`src/rtl/pc_gen_if.sv`:
```
// Fetch-side handshake between the PC generator and the instruction-fetch unit.
interface pc_gen_if #(
    parameter int unsigned CPU_WIDTH = 64
);
    logic                 if_ready;
    logic                 pc_valid;
    logic [CPU_WIDTH-1:0] pc;

    // PC generator side: offers pc, fetch answers with if_ready
    modport master (
        input  if_ready,
        output pc_valid,
        output pc
    );

    // Fetch unit side
    modport slave (
        output if_ready,
        input  pc_valid,
        input  pc
    );
endinterface

```
`src/rtl/pc_gen.sv`:
```
// Program-counter generator: owns the fetch PC, resolves EX-stage branches,
// jumps, traps and mret, and flags misaligned control-transfer targets.
module pc_gen #(
    parameter int unsigned          CPU_WIDTH   = 64,
    parameter logic [CPU_WIDTH-1:0] RESET_PC    = 64'h8000_0000,
    parameter int unsigned          IALIGN_BITS = 2
) (
    input  logic                 clk,
    input  logic                 rst,
    input  logic                 ena,
    pc_gen_if.master             fetch,
    input  logic                 br_valid,
    input  logic [2:0]           br_type,
    input  logic                 jump,
    input  logic                 jalr,
    input  logic [CPU_WIDTH-1:0] ex_pc,
    input  logic [CPU_WIDTH-1:0] imm,
    input  logic [CPU_WIDTH-1:0] rs1,
    input  logic [CPU_WIDTH-1:0] rs2,
    input  logic                 trap,
    input  logic [CPU_WIDTH-1:0] trap_vec,
    input  logic                 mret,
    input  logic [CPU_WIDTH-1:0] epc,
    output logic                 redirect,
    output logic                 misalign,
    output logic [CPU_WIDTH-1:0] misalign_addr
);

    typedef enum logic [1:0] {
        BOOT = 2'd0,
        RUN  = 2'd1,
        HALT = 2'd2
    } state_t;

    state_t               state;
    logic [CPU_WIDTH-1:0] pc_q;
    logic                 pc_valid_q;
    logic                 redirect_q;
    logic                 misalign_q;
    logic [CPU_WIDTH-1:0] misalign_addr_q;

    logic                 br_cond;
    logic                 taken;
    logic                 aligned;
    logic [CPU_WIDTH-1:0] br_target;
    logic [CPU_WIDTH-1:0] jalr_sum;
    logic [CPU_WIDTH-1:0] target;

    // Branch condition and control-transfer target from EX operands
    always_comb begin
        br_cond = 1'b0;
        unique case (br_type)
            3'b001:  br_cond = (rs1 == rs2);
            3'b010:  br_cond = (rs1 != rs2);
            3'b011:  br_cond = ($signed(rs1) <  $signed(rs2));
            3'b100:  br_cond = ($signed(rs1) >= $signed(rs2));
            3'b101:  br_cond = (rs1 <  rs2);
            3'b110:  br_cond = (rs1 >= rs2);
            default: br_cond = 1'b0;
        endcase
        br_target = ex_pc + imm;
        jalr_sum  = (rs1 + imm) & ~CPU_WIDTH'(1);
        target    = (jump && jalr) ? jalr_sum : br_target;
        // jump overrides br_type; everything is qualified by br_valid
        taken     = br_valid && (jump || br_cond);
        aligned   = (target[IALIGN_BITS-1:0] == '0);
    end

    // State machine, PC register and registered event pulses
    always_ff @(posedge clk) begin
        if (rst) begin
            state           <= BOOT;
            pc_q            <= RESET_PC;
            pc_valid_q      <= 1'b0;
            redirect_q      <= 1'b0;
            misalign_q      <= 1'b0;
            misalign_addr_q <= '0;
        end else if (!ena) begin
            redirect_q <= 1'b0;
            misalign_q <= 1'b0;
        end else begin
            redirect_q <= 1'b0;
            misalign_q <= 1'b0;
            unique case (state)
                BOOT: begin
                    state      <= RUN;
                    pc_valid_q <= 1'b1;
                end
                RUN: begin
                    if (trap) begin
                        pc_q       <= trap_vec;
                        redirect_q <= 1'b1;
                    end else if (mret) begin
                        pc_q       <= epc;
                        redirect_q <= 1'b1;
                    end else if (taken && aligned) begin
                        pc_q       <= target;
                        redirect_q <= 1'b1;
                    end else if (taken) begin
                        misalign_q      <= 1'b1;
                        misalign_addr_q <= target;
                        state           <= HALT;
                        pc_valid_q      <= 1'b0;
                    end else if (fetch.if_ready) begin
                        pc_q <= pc_q + CPU_WIDTH'(4);
                    end
                end
                HALT: begin
                    if (trap) begin
                        pc_q       <= trap_vec;
                        redirect_q <= 1'b1;
                        state      <= RUN;
                        pc_valid_q <= 1'b1;
                    end
                end
                default: begin
                    state      <= BOOT;
                    pc_valid_q <= 1'b0;
                end
            endcase
        end
    end

    // Pulses are also masked combinationally so ena=0 forces them low at once
    assign fetch.pc       = pc_q;
    assign fetch.pc_valid = pc_valid_q;
    assign redirect       = redirect_q && ena;
    assign misalign       = misalign_q && ena;
    assign misalign_addr  = misalign_addr_q;

endmodule

```
`src/flat_wrapper.sv`:
```
// flat-port wrapper written by rule: the top's interface ports become plain ports
module pc_gen_flat 
#(
    parameter int unsigned          CPU_WIDTH   = 64,
    parameter logic [CPU_WIDTH-1:0] RESET_PC    = 64'h8000_0000,
    parameter int unsigned          IALIGN_BITS = 2
)
  (clk, rst, ena, br_valid, br_type, jump, jalr, ex_pc, imm, rs1, rs2, trap, trap_vec, mret, epc, redirect, misalign, misalign_addr, fetch_if_ready, fetch_pc_valid, fetch_pc);
  pc_gen_if #(.CPU_WIDTH(CPU_WIDTH)) fetch_i ();
  input  logic clk;
  input  logic rst;
  input  logic ena;
  input  logic br_valid;
  input  logic [2:0] br_type;
  input  logic jump;
  input  logic jalr;
  input  logic [CPU_WIDTH-1:0] ex_pc;
  input  logic [CPU_WIDTH-1:0] imm;
  input  logic [CPU_WIDTH-1:0] rs1;
  input  logic [CPU_WIDTH-1:0] rs2;
  input  logic trap;
  input  logic [CPU_WIDTH-1:0] trap_vec;
  input  logic mret;
  input  logic [CPU_WIDTH-1:0] epc;
  output logic redirect;
  output logic misalign;
  output logic [CPU_WIDTH-1:0] misalign_addr;
  input wire logic [$bits(fetch_i.if_ready)-1:0] fetch_if_ready;
  output wire logic [$bits(fetch_i.pc_valid)-1:0] fetch_pc_valid;
  output wire logic [$bits(fetch_i.pc)-1:0] fetch_pc;
  assign fetch_i.if_ready = fetch_if_ready;
  assign fetch_pc_valid = fetch_i.pc_valid;
  assign fetch_pc = fetch_i.pc;
  pc_gen #(.CPU_WIDTH(CPU_WIDTH), .RESET_PC(RESET_PC), .IALIGN_BITS(IALIGN_BITS)) u_core (.clk(clk), .rst(rst), .ena(ena), .fetch(fetch_i), .br_valid(br_valid), .br_type(br_type), .jump(jump), .jalr(jalr), .ex_pc(ex_pc), .imm(imm), .rs1(rs1), .rs2(rs2), .trap(trap), .trap_vec(trap_vec), .mret(mret), .epc(epc), .redirect(redirect), .misalign(misalign), .misalign_addr(misalign_addr));
endmodule
```
`config.mk`:
```
export PLATFORM = sky130hd
export DESIGN_NAME = pc_gen_flat
export DESIGN_NICKNAME = d
export VERILOG_FILES = /design/src/rtl/pc_gen_if.sv /design/src/rtl/pc_gen.sv /design/src/flat_wrapper.sv
export SDC_FILE = /design/constraint.sdc
export NUM_CORES = 1
export LEC_CHECK = 0
export ABC_CLOCK_PERIOD_IN_PS = 6500
export CORE_UTILIZATION = 40
export DETAILED_ROUTE_END_ITERATION = 10
export PLACE_DENSITY = 0.7
export SKIP_LAST_GASP = 1
export SYNTH_ARGS = -nofsm -noshare
export SYNTH_HDL_FRONTEND = slang
export SYNTH_SLANG_ARGS = --single-unit
```
`constraint.sdc`:
```
create_clock -name clk -period 6.5 [get_ports clk]
set_input_delay 1.3 -clock clk [delete_from_list [all_inputs] [get_ports clk]]
set_output_delay 1.3 -clock clk [all_outputs]
set_load 0.03 [all_outputs]
```
=== Word level (Yosys, flattened, before mapping) ===
Index checks and enable logic that the tools add are counted.

* Register bits after elaboration: 133
* Input port bits: 396
* Output and inout bits: 131
* Logic and storage cells: 76

* Add/sub/neg operators: 3
* Magnitude comparators: 4
* Equality and inequality tests: 17
* Muxes and demuxes: 27
* Bitwise operators: 5
* Reduce and logical (&&, ||, !) cells: 14

{| class="wikitable"
|+ Operators with widths
! cell !! count
|-
| 2-to-1 mux 64 bit || 7
|-
| adder 64 bit || 2
|-
| >= comparator 64 bit || 2
|-
| less-than comparator 64 bit || 2
|-
| case mux 64 bit (2 select lines) || 1
|-
| adder 64 x 3 -> 64 bit, second input constant || 1
|-
| equality test 64 bit || 1
|-
| inequality test 64 bit || 1
|-
| AND reduction 6 bit || 2
|-
| 2-to-1 mux 1 bit || 10
|-
| 2-to-1 mux 2 bit || 5
|-
| equality test 3 bit, second input constant || 3
|-
| inequality test 2 bit, second input constant || 4
|-
| equality test 3 x 2 -> 1 bit, second input constant || 2
|-
| case mux 1 bit (6 select lines) || 1
|-
| case mux 2 bit (3 select lines) || 1
|-
| OR reduction 6 bit || 1
|-
| logical AND 1 bit || 5
|-
| inequality test 5 x 4 -> 1 bit, second input constant || 1
|-
| inequality test 5 bit, second input constant || 1
|-
| NOT 1 bit || 5
|-
| AND reduction 5 bit || 1
|-
| logical NOT 2 bit || 2
|-
| equality test 3 x 1 -> 1 bit, second input constant || 1
|-
| 8 further kinds || 8
|}

=== Longest topological paths before layout ===
Gate-level depths: netlist of the first run.

* Word-level depth: 9
* Gate-level depth with buffers: 16
* Depth with buffers taken out: 13

=== Worst setup path after synthesis of the first run ===
Ideal clock, no wire load.

* Path type: input to register
* Start: input port imm[0]
* End: register u_core.pc_q[48] (netlist: u_core.fetch.pc[48])
* Library setup time: 117 ps
* Arrival time: 4255 ps
* Data required time: 6383 ps
* Setup slack: 2128 ps
* Stages on the path: 13
* Path buffers: 0
* Cells stage by stage: and2_1 fa_1 a21o_1 a311o_1 a31oi_1 a21oi_1 and3b_1 nor3_2 o21ai_1 a31oi_1 xnor2_1 a211o_1 a32o_1

* Cells in the longest elaborated chain, start to end: 8
* Elaborated cells on any way between the ends: 12
* Those cells by class: add/sub: 2; eq/ne: 2; mux: 5; reduce/logical: 3

{| class="wikitable"
|+ RTL lines
! element !! RTL line !! RTL
|-
| start: declaration || flat_wrapper.sv:18 || <nowiki>input logic [CPU_WIDTH-1:0] imm;</nowiki>
|-
| adder 64 bit, on equally long branches || pc_gen.sv:61, pc_gen.sv:62 ||
|-
| 2-to-1 mux 64 bit * || pc_gen.sv:63 || <nowiki>target = (jump && jalr) ? jalr_sum : br_target;</nowiki>
|-
| logical NOT 2 bit || pc_gen.sv:66 || <nowiki>aligned = (target[IALIGN_BITS-1:0] == '0);</nowiki>
|-
| logical AND 1 bit || pc_gen.sv:96 || <nowiki>end else if (taken && aligned) begin</nowiki>
|-
| 2-to-1 mux 64 bit || pc_gen.sv:96 ||
|-
| 2-to-1 mux 64 bit || pc_gen.sv:93 || <nowiki>end else if (mret) begin</nowiki>
|-
| 2-to-1 mux 64 bit || pc_gen.sv:90 || <nowiki>if (trap) begin</nowiki>
|-
| case mux 64 bit (2 select lines) || pc_gen.sv:84 || <nowiki>unique case (state)</nowiki>
|-
| end signal: assignment || pc_gen.sv:91 || <nowiki>pc_q <= trap_vec;</nowiki>
|-
| end signal: assignment || pc_gen.sv:94 || <nowiki>pc_q <= epc;</nowiki>
|-
| end signal: assignment || pc_gen.sv:97 || <nowiki>pc_q <= target;</nowiki>
|-
| end: declaration || pc_gen.sv:36 || <nowiki>logic [CPU_WIDTH-1:0] pc_q;</nowiki>
|}

Every way passes the cells marked *; elsewhere a longest branch is shown, timed or not.
A chain may end at the register's enable or synchronous reset.

=== Worst setup path in the final report of the first run ===
* Start: input port rs2[63]
* End: register u_core.pc_q[45] (netlist: u_core.fetch.pc[45])

* Cells in the longest elaborated chain, start to end: 9
* Elaborated cells on any way between the ends: 17
* Those cells by class: order compare: 4; eq/ne: 4; mux: 5; reduce/logical: 4

{| class="wikitable"
|+ RTL lines
! element !! RTL line !! RTL
|-
| start: declaration || flat_wrapper.sv:20 || <nowiki>input logic [CPU_WIDTH-1:0] rs2;</nowiki>
|-
| >= comparator 64 bit (tied with other cells) || pc_gen.sv:58 || <nowiki>3'b110: br_cond = (rs1 >= rs2);</nowiki>
|-
| case mux 1 bit (6 select lines) * || pc_gen.sv:52 || <nowiki>unique case (br_type)</nowiki>
|-
| logical OR 1 bit * || pc_gen.sv:65 || <nowiki>taken = br_valid && (jump || br_cond);</nowiki>
|-
| logical AND 1 bit * || pc_gen.sv:65 ||
|-
| logical AND 1 bit || pc_gen.sv:96 ||
|-
| 2-to-1 mux 64 bit || pc_gen.sv:96 ||
|-
| 2-to-1 mux 64 bit || pc_gen.sv:93 ||
|-
| 2-to-1 mux 64 bit || pc_gen.sv:90 ||
|-
| case mux 64 bit (2 select lines) || pc_gen.sv:84 ||
|}

Marked as above.

==> impl_metrics.csv, run 1 <==
group,metric,value,unit
critical_path,worstPathRequired,6.80,ns
route,drt.antenna.violating_nets,0,
worst_hold_path,hold_path.class,"register to register",
sta,rsz0062_at_grt,"no",
synth,synth.lib_cells_used.distinct,86,
floorplan,die-width,212,um
status,status,"completed",
clock_network,cts_made_buffers,17,
synth,synth_top_family_by_area,"compound AO/OA/AOI/OAI gates",
synth,synthesis.instances,2515,
run,maximum_capacitance_violations,0,
pwr,clockPowerShare,27.3,%
synth,synth_ff_type,"dfxtp_1",
clock_network,post_cts_buffers,0,
grt,first_pass_grt_wire_length,122000,um
synth,yosys.area_share.adder,13.9,%
critical_path,maximum_fanout_count_along_the_critical_path,24,
critical_path,setup.reg_to_reg.worst_slack,2.73,ns
floorplan,num_rows,76,
synth,yosys.area_share.xor_xnor,8.49,%
grt,gr-usage-all-layers,35.5,%
route,totalWireLength,83200,um
placed_design,port_buffers,526,
pwr,sequentialPowerShare,23.2,%
worst_hold_path,min_from,"u_core.misalign_addr[22]",
grt,grt_overflow_total,0,
critical_path,crit_path_top_delay_cell,"or3b_2",
floorplan,boundaryPins,527,
synth,yosys-mux-area-fraction,2.98,%
sta,final_period_minus_worst_setup_slack,5.75,ns
route,drt_first_pass_iters,6,
route,routed_via_density,6.14,
synth,syn_nets,3106,
worst_hold_path,hold_end,"u_core.misalign_addr[22]",
floorplan,fp.coreArea,0.0434,mm^2
synth,postSynth.asyncResetShare,0,%
clock_network,cts_hold_buf,0,
clock_network,clock_pin_slew_on_the_worst_setup_and_hold_paths,0.06,ns
critical_path,worstSetupEndpointType,"register",
critical_path,cp_data_arrival_time,6.05,ns
clock_network,cts_resized,0,
pwr,reported_net_switching_power,1.54,mW
sta,max_clock_freq,174,MHz
placed_design,globalplace.congestion,1.00,
cells_and_area,final_core_utilization,55.5,%
synth,synth_seq_cells,132,
clock_network,cts_tree,"done",
critical_path,path_buf_inv,2,
floorplan,die_y,212,um
synth,fraction_of_the_mapped_netlist_area_in_compound_gates,31.7,%
sta,layout_worst_path_cycle_share,88.5,%
placed_design,post-dp-hpwl,68500,um
route,wl_per_cell,23.4,um
clock_network,ctsLongestPathBuffers,2,
worst_hold_path,hold-path-cell-count,2,
floorplan,initial_utilization,40.8,%
critical_path,worstReg2RegEnd,"u_core.fetch.pc[57]",
critical_path,highest_cell_delay_on_the_worst_timing_path,0.59,ns
synth,syn_avg_cell_area,7.04,um^2
critical_path,critPathLaunch,"rs2[63]",
clock_network,clk_root_buffer_cell,"clkbuf_16",
cells_and_area,layout_cells_sized_above_1,3.84,%
critical_path,reg2reg_from,"u_core.fetch.pc[8]",
route,route.vias.total,21800,
route,drt-initial-drc-count,2172,
sta,setup_viol,0,
grt,antenna_found_initial,5,
sta,setup_skew_after_layout,0.0127,ns
sta,setup-tns-final,0,ns
critical_path,reg2regPathDepth,11,
sta,worst_slew_pin_slew,1.02,ns
synth,synth_enable_flop_cells,0,
critical_path,critPathKind,"input pin to register",
synth,synth_simple_gate_area_share,22.3,%
clock_network,cts.htree.levels,4,
synth,seq_area_frac_synth,14.9,%
sta,finalHoldViolCount,0,
pwr,leakage_power,9.51,nW
critical_path,worst_path_dominant_cell_family,"simple AND/OR/NAND/NOR gates",
pwr,p_sw_share,40.6,%
route,drc_markers,0,
synth,ys.warnings.count,0,
synth,syn_area,0.0177,mm^2
grt,maximum_number_of_pins_on_one_net_before_global_route_repair,92,
pwr,power.density,158,mW/mm^2
critical_path,cp_cell_sequence,"clkdlybuf4s50_1 -> inv_1 -> ha_1 -> nand4_2 -> nor4_4 -> nand3_1 -> a31oi_1 -> nor4_2 -> a21oi_1 -> a21boi_1 -> a211oi_2 -> or3b_2 -> nor2_1 -> a2111oi_0",
cells_and_area,area_growth,35.9,%
pwr,comb_power_share,49.5,%
pwr,intPower,2.25,mW
sta,max-slew-margin-rel,31.5,%
cells_and_area,nNetsFinal,3544,
pwr,vdd.ir_drop.worst,0.176,mV
sta,timing.final.max_slew_violations,0,
clock_network,clkLatencyLatePin,0.44,ns
critical_path,critPathLaunchType,"input pin",
grt,via_count_of_the_first_global_routing_pass,20800,
clock_network,clock_sink_count,132,
floorplan,dieArea,0.0451,mm^2
-- metrics by stage --
stage	std cells	hold slack [ns]	worst slack (ns)	power, mW	cell area (um^2)
floorplan	2515	0.523	2.13	1.94	17700
global placement	3519	0.442	0.507	2.71	23400
detailed placement	3519	0.446	0.363	2.72	23400
CTS	3550	0.454	0.807	3.75	24000
global route	3552	0.474	0.506	3.96	24000
finish	3553	0.457	0.745	3.80	24100
-- cell usage in the layout (no fill, tap or decap), types with 19 or more instances in the layout --
cell type        instances
nor3_1                  59
inv_1                  117
nand2_1                237
clkdlybuf4s50_1        524
dfxtp_1                132
nand2b_1                19
a21o_1                  56
and3_1                  25
a211oi_1                60
o21bai_1                25
nand4_1                 62
mux2i_1                 37
xor2_1                  71
nand3_1                 83
a21oi_1                256
nor2_1                 256
buf_4                   31
o31ai_1                 35
o21a_1                  26
a31oi_1                 31
ha_1                   193
o211ai_1                22
o21ai_0                183
xnor2_1                 98
-- sequential cells by signal (all words and copies together), names as in the netlist --
register / count
u_core.fetch.pc: 64
u_core.fetch.pc_valid: 1
u_core.misalign_q: 1
u_core.redirect_q: 1
u_core.misalign_addr: 64
u_core.state: 1
-- worst reg2reg max path: stages (launching register included) --
cell and delay [ns]:
dfxtp_1 0.46, and4_1 0.30, nand4_1 0.17, nor3_1 0.61
nand3_1 0.37, nor2_1 0.41, nand2_1 0.25, nor2_1 0.21
xor2_1 0.17, nor2_1 0.05, or4_1 0.41, a221oi_1 0.27
-- cell type report --
type	instances	area (um^2)
clock inverters	9	125
clock buffers	22	494
multi-input cells	2125	14100
inverters	118	443
well taps	585	732
repair buffers	559	5530
flip-flops and latches	132	2640
fillers	4211	19300
diodes	3	7.51
-- power by group through the flow --
stage	logic (mW)	registers [mW]	clock network (mW)
3_5_place_dp	1.82	0.897	0
3_3_place_gp	1.81	0.896	0
5_1_grt	2.01	0.883	1.07
6_report	1.88	0.881	1.04
4_1_cts	1.84	0.879	1.04
2_1_floorplan	1.01	0.935	0
-- worst max path at each step --
stage	end	depth (start not counted)
6_report	u_core.fetch.pc[45]	14
5_1_grt	u_core.fetch.pc[37]	15
4_1_cts	u_core.fetch.pc[40]	16
3_5_place_dp	u_core.fetch.pc[40]	16
3_3_place_gp	u_core.fetch.pc[21]	14
2_1_floorplan	u_core.fetch.pc[48]	13
-- cell usage after synthesis, types with 7 or more instances --
cell,n,area (um^2)
nor2_1,259,972
a21oi_1,256,1280
nand2_1,238,893
ha_1,193,2410
o21ai_0,183,916
dfxtp_1,132,2640
inv_1,117,439
clkbuf_1,114,428
xnor2_1,98,858
nand3_1,83,415
xor2_1,71,622
nand4_1,62,388
a211oi_1,60,450
nor3_1,59,295
a21o_1,56,420
mux2i_1,37,370
o31ai_1,35,263
a31oi_1,31,194
o21a_1,26,195
and3_1,25,156
o21bai_1,25,188
o211ai_1,22,165
nand2b_1,19,119
and2_1,18,113
buf_2,18,90.1
a22o_1,17,149
or3_1,16,100
mux2_2,14,158
nor2b_1,14,87.6
a221oi_1,13,114
and4_1,12,105
o31a_1,12,105
a211o_1,9,78.8
a2111oi_0,8,70.1
a311oi_1,8,70.1
a41oi_1,8,70.1
o22ai_1,8,50.1
a31o_2,7,61.3
nor4_1,7,43.8
o221ai_1,7,61.3
o41ai_1,7,61.3
-- per-layer routing --
layer | track usage [%] | part of all wire (%) | up-vias
li1 | - | - | 10200
met1 | 47.0 | 42 | 10300
met2 | 55.7 | 44 | 1176
met3 | 5.47 | 8.8 | 185
met4 | 18.0 | 5.0 | 4
met5 | 0 | 0.031 | -
-- logic make-up (layout without fill, tap and decap cells) --
family,after synthesis,in the layout
muxes,51,51
xor gates and xnor gates,170,170
other,0,3
buffers and inverters,258,708
adders and majority gates,195,195
and+or+nand+nor,842,842
AOI/OAI and AO/OA,867,867
DFF,132,132
Power figures use the tool's default switching activity.
==> run 2, diff against run 1 <==
--- a/config.mk
+++ b/config.mk
@@ -6,9 +6,10 @@
 export NUM_CORES = 1
 export LEC_CHECK = 0
 export ABC_CLOCK_PERIOD_IN_PS = 6500
-export CORE_UTILIZATION = 40
+export CORE_AREA = 2 2 203 205
 export DETAILED_ROUTE_END_ITERATION = 10
-export PLACE_DENSITY = 0.7
+export DIE_AREA = 0 0 205 207
+export PLACE_DENSITY = 0.75
 export SKIP_LAST_GASP = 1
 export SYNTH_ARGS = -nofsm -noshare
 export SYNTH_HDL_FRONTEND = slang
==> impl_metrics.csv, run 2 (synthesized netlist as in run 1, its figures left out) <==
group,metric,value,unit
route,wl_per_cell,23.5,um
clock_network,clkLatencyLatePin,0.43,ns
pwr,leakage_power,9.46,nW
critical_path,highest_cell_delay_on_the_worst_timing_path,0.55,ns
pwr,power.density,156,mW/mm^2
clock_network,cts_resized,0,
sta,finalHoldViolCount,0,
worst_hold_path,hold_path.class,"register to register",
pwr,vdd.ir_drop.worst,0.201,mV
critical_path,reg2regPathDepth,11,
route,drc_markers,0,
critical_path,reg2reg_from,"u_core.fetch.pc[8]",
sta,worst_slew_pin_slew,1.11,ns
floorplan,boundaryPins,527,
sta,setup_skew_after_layout,0.00885,ns
clock_network,clock_pin_slew_on_the_worst_setup_and_hold_paths,0.06,ns
clock_network,clock_sink_count,132,
critical_path,setup.reg_to_reg.worst_slack,2.80,ns
critical_path,critPathLaunch,"rs2[63]",
route,drt-initial-drc-count,1756,
clock_network,cts_tree,"done",
placed_design,post-dp-hpwl,67400,um
cells_and_area,final_core_utilization,59.2,%
floorplan,initial_utilization,43.8,%
route,routed_via_density,6.25,
floorplan,die_y,207,um
route,route.vias.total,21900,
critical_path,worstPathRequired,6.79,ns
critical_path,cp_data_arrival_time,5.99,ns
grt,antenna_found_initial,6,
critical_path,worstSetupEndpointType,"register",
critical_path,cp_cell_sequence,"clkdlybuf4s50_1 -> inv_1 -> ha_1 -> nand4_2 -> nor4_4 -> nand3_1 -> a31oi_1 -> nor4_2 -> xnor2_1 -> a31oi_4 -> a211oi_2 -> or3b_2 -> buf_12 -> nor2_1 -> a2111oi_0",
critical_path,critPathLaunchType,"input pin",
critical_path,maximum_fanout_count_along_the_critical_path,69,
route,drt.antenna.violating_nets,0,
run,maximum_capacitance_violations,0,
placed_design,globalplace.congestion,1.01,
sta,timing.final.max_slew_violations,0,
grt,grt_overflow_total,0,
sta,final_period_minus_worst_setup_slack,5.70,ns
placed_design,port_buffers,526,
sta,max-slew-margin-rel,25.7,%
route,drt_first_pass_iters,6,
cells_and_area,area_growth,35.1,%
grt,via_count_of_the_first_global_routing_pass,21000,
clock_network,cts.htree.levels,4,
status,status,"completed",
grt,maximum_number_of_pins_on_one_net_before_global_route_repair,87,
floorplan,die-width,205,um
cells_and_area,layout.cells.most_common_list,"clkdlybuf4s50_1 (524), a21oi_1 (256), nor2_1 (256)",
sta,rsz0062_at_grt,"no",
clock_network,cts_hold_buf,0,
sta,layout_worst_path_cycle_share,87.6,%
worst_hold_path,min_from,"u_core.misalign_addr[25]",
critical_path,worstReg2RegEnd,"u_core.fetch.pc[57]",
placed_design,dpl_worst_slack,0.508,ns
critical_path,critPathKind,"input pin to register",
clock_network,clk_root_buffer_cell,"clkbuf_16",
cells_and_area,final_common_cell,"clkdlybuf4s50_1",
sta,setup-tns-final,0,ns
clock_network,ctsLongestPathBuffers,2,
cells_and_area,layout_cells_sized_above_1,3.75,%
critical_path,critical_path.endpoint,"u_core.fetch.pc[45]",
critical_path,crit_path_top_delay_cell,"nor4_4",
floorplan,dieArea,0.0424,mm^2
cells_and_area,nNetsFinal,3539,
sta,max_clock_freq,176,MHz
clock_network,cts_made_buffers,17,
sta,worst_slack_setup_final,0.803,ns
grt,first_pass_grt_wire_length,123000,um
floorplan,fp.coreArea,0.0404,mm^2
floorplan,num_rows,74,
grt,gr-usage-all-layers,37.1,%
sta,setup_viol,0,
route,totalWireLength,82100,um
clock_network,post_cts_buffers,0,
## run 2: changes by cell type in the layout (fill, tap and decap cells not counted), sizes merged
cell / change
clkinvlp: +4
inv: +2
buf: -5
bufinv: -2
clkinv: -3
## run 2: final cells by class
class | count | area [um^2]
Sequential cell | 132 | 2640
Timing Repair Buffer | 554 | 5480
Tap cell | 532 | 666
Clock buffer | 22 | 494
Multi-Input combinational cell | 2125 | 14100
Clock inverter | 10 | 97.6
Inverter | 118 | 443
Fill cell | 3842 | 16500
Antenna cell | 3 | 7.51
## run 2: critical path: cells and delay by family
kind,cells,cell delay [ns]
AOI/OAI and AO/OA,4,1.54
and+or+nand+nor,6,1.54
buffers and inverters,3,0.79
adders and majority gates,1,0.47
xor gates and xnor gates,1,0.33
## run 2: metal layers
layer | vias up | track usage [%] | routed length (um)
li1 | 10200 | - | -
met1 | 10300 | 48.6 | 34100
met2 | 1243 | 59.7 | 36400
met3 | 185 | 6.23 | 7780
met4 | 2 | 16.3 | 3820
met5 | - | 0 | 13
## run 2: report_power, final
part           leakage (nW)  internal [mW]  switching [mW]
clock network         0.273          0.578           0.395
registers              1.07          0.837          0.0414
logic                  8.12          0.764            1.11
total                  9.46           2.18            1.54
## run 2: stage by stage
step                      std cells  instance area (um^2)  hold WS [ns]  total power, mW
after floorplan                2515                 17700         0.523             1.94
after global placement         3461                 23300         0.440             2.69
after detailed placement       3461                 23300         0.449             2.71
after CTS                      3493                 23900         0.465             3.68
after global routing           3494                 23900         0.489             3.88
final                          3496                 23900         0.460             3.72
## run 2: how the worst min path moves through the flow
| stage | depth (start not counted) | end |
|---|---|---|
| after floorplan | 1 | u_core.state[1] |
| after global placement | 2 | u_core.misalign_addr[59] |
| after detailed placement | 2 | u_core.misalign_addr[59] |
| after CTS | 2 | u_core.misalign_addr[25] |
| after global routing | 2 | u_core.misalign_addr[22] |
| final | 2 | u_core.misalign_addr[25] |
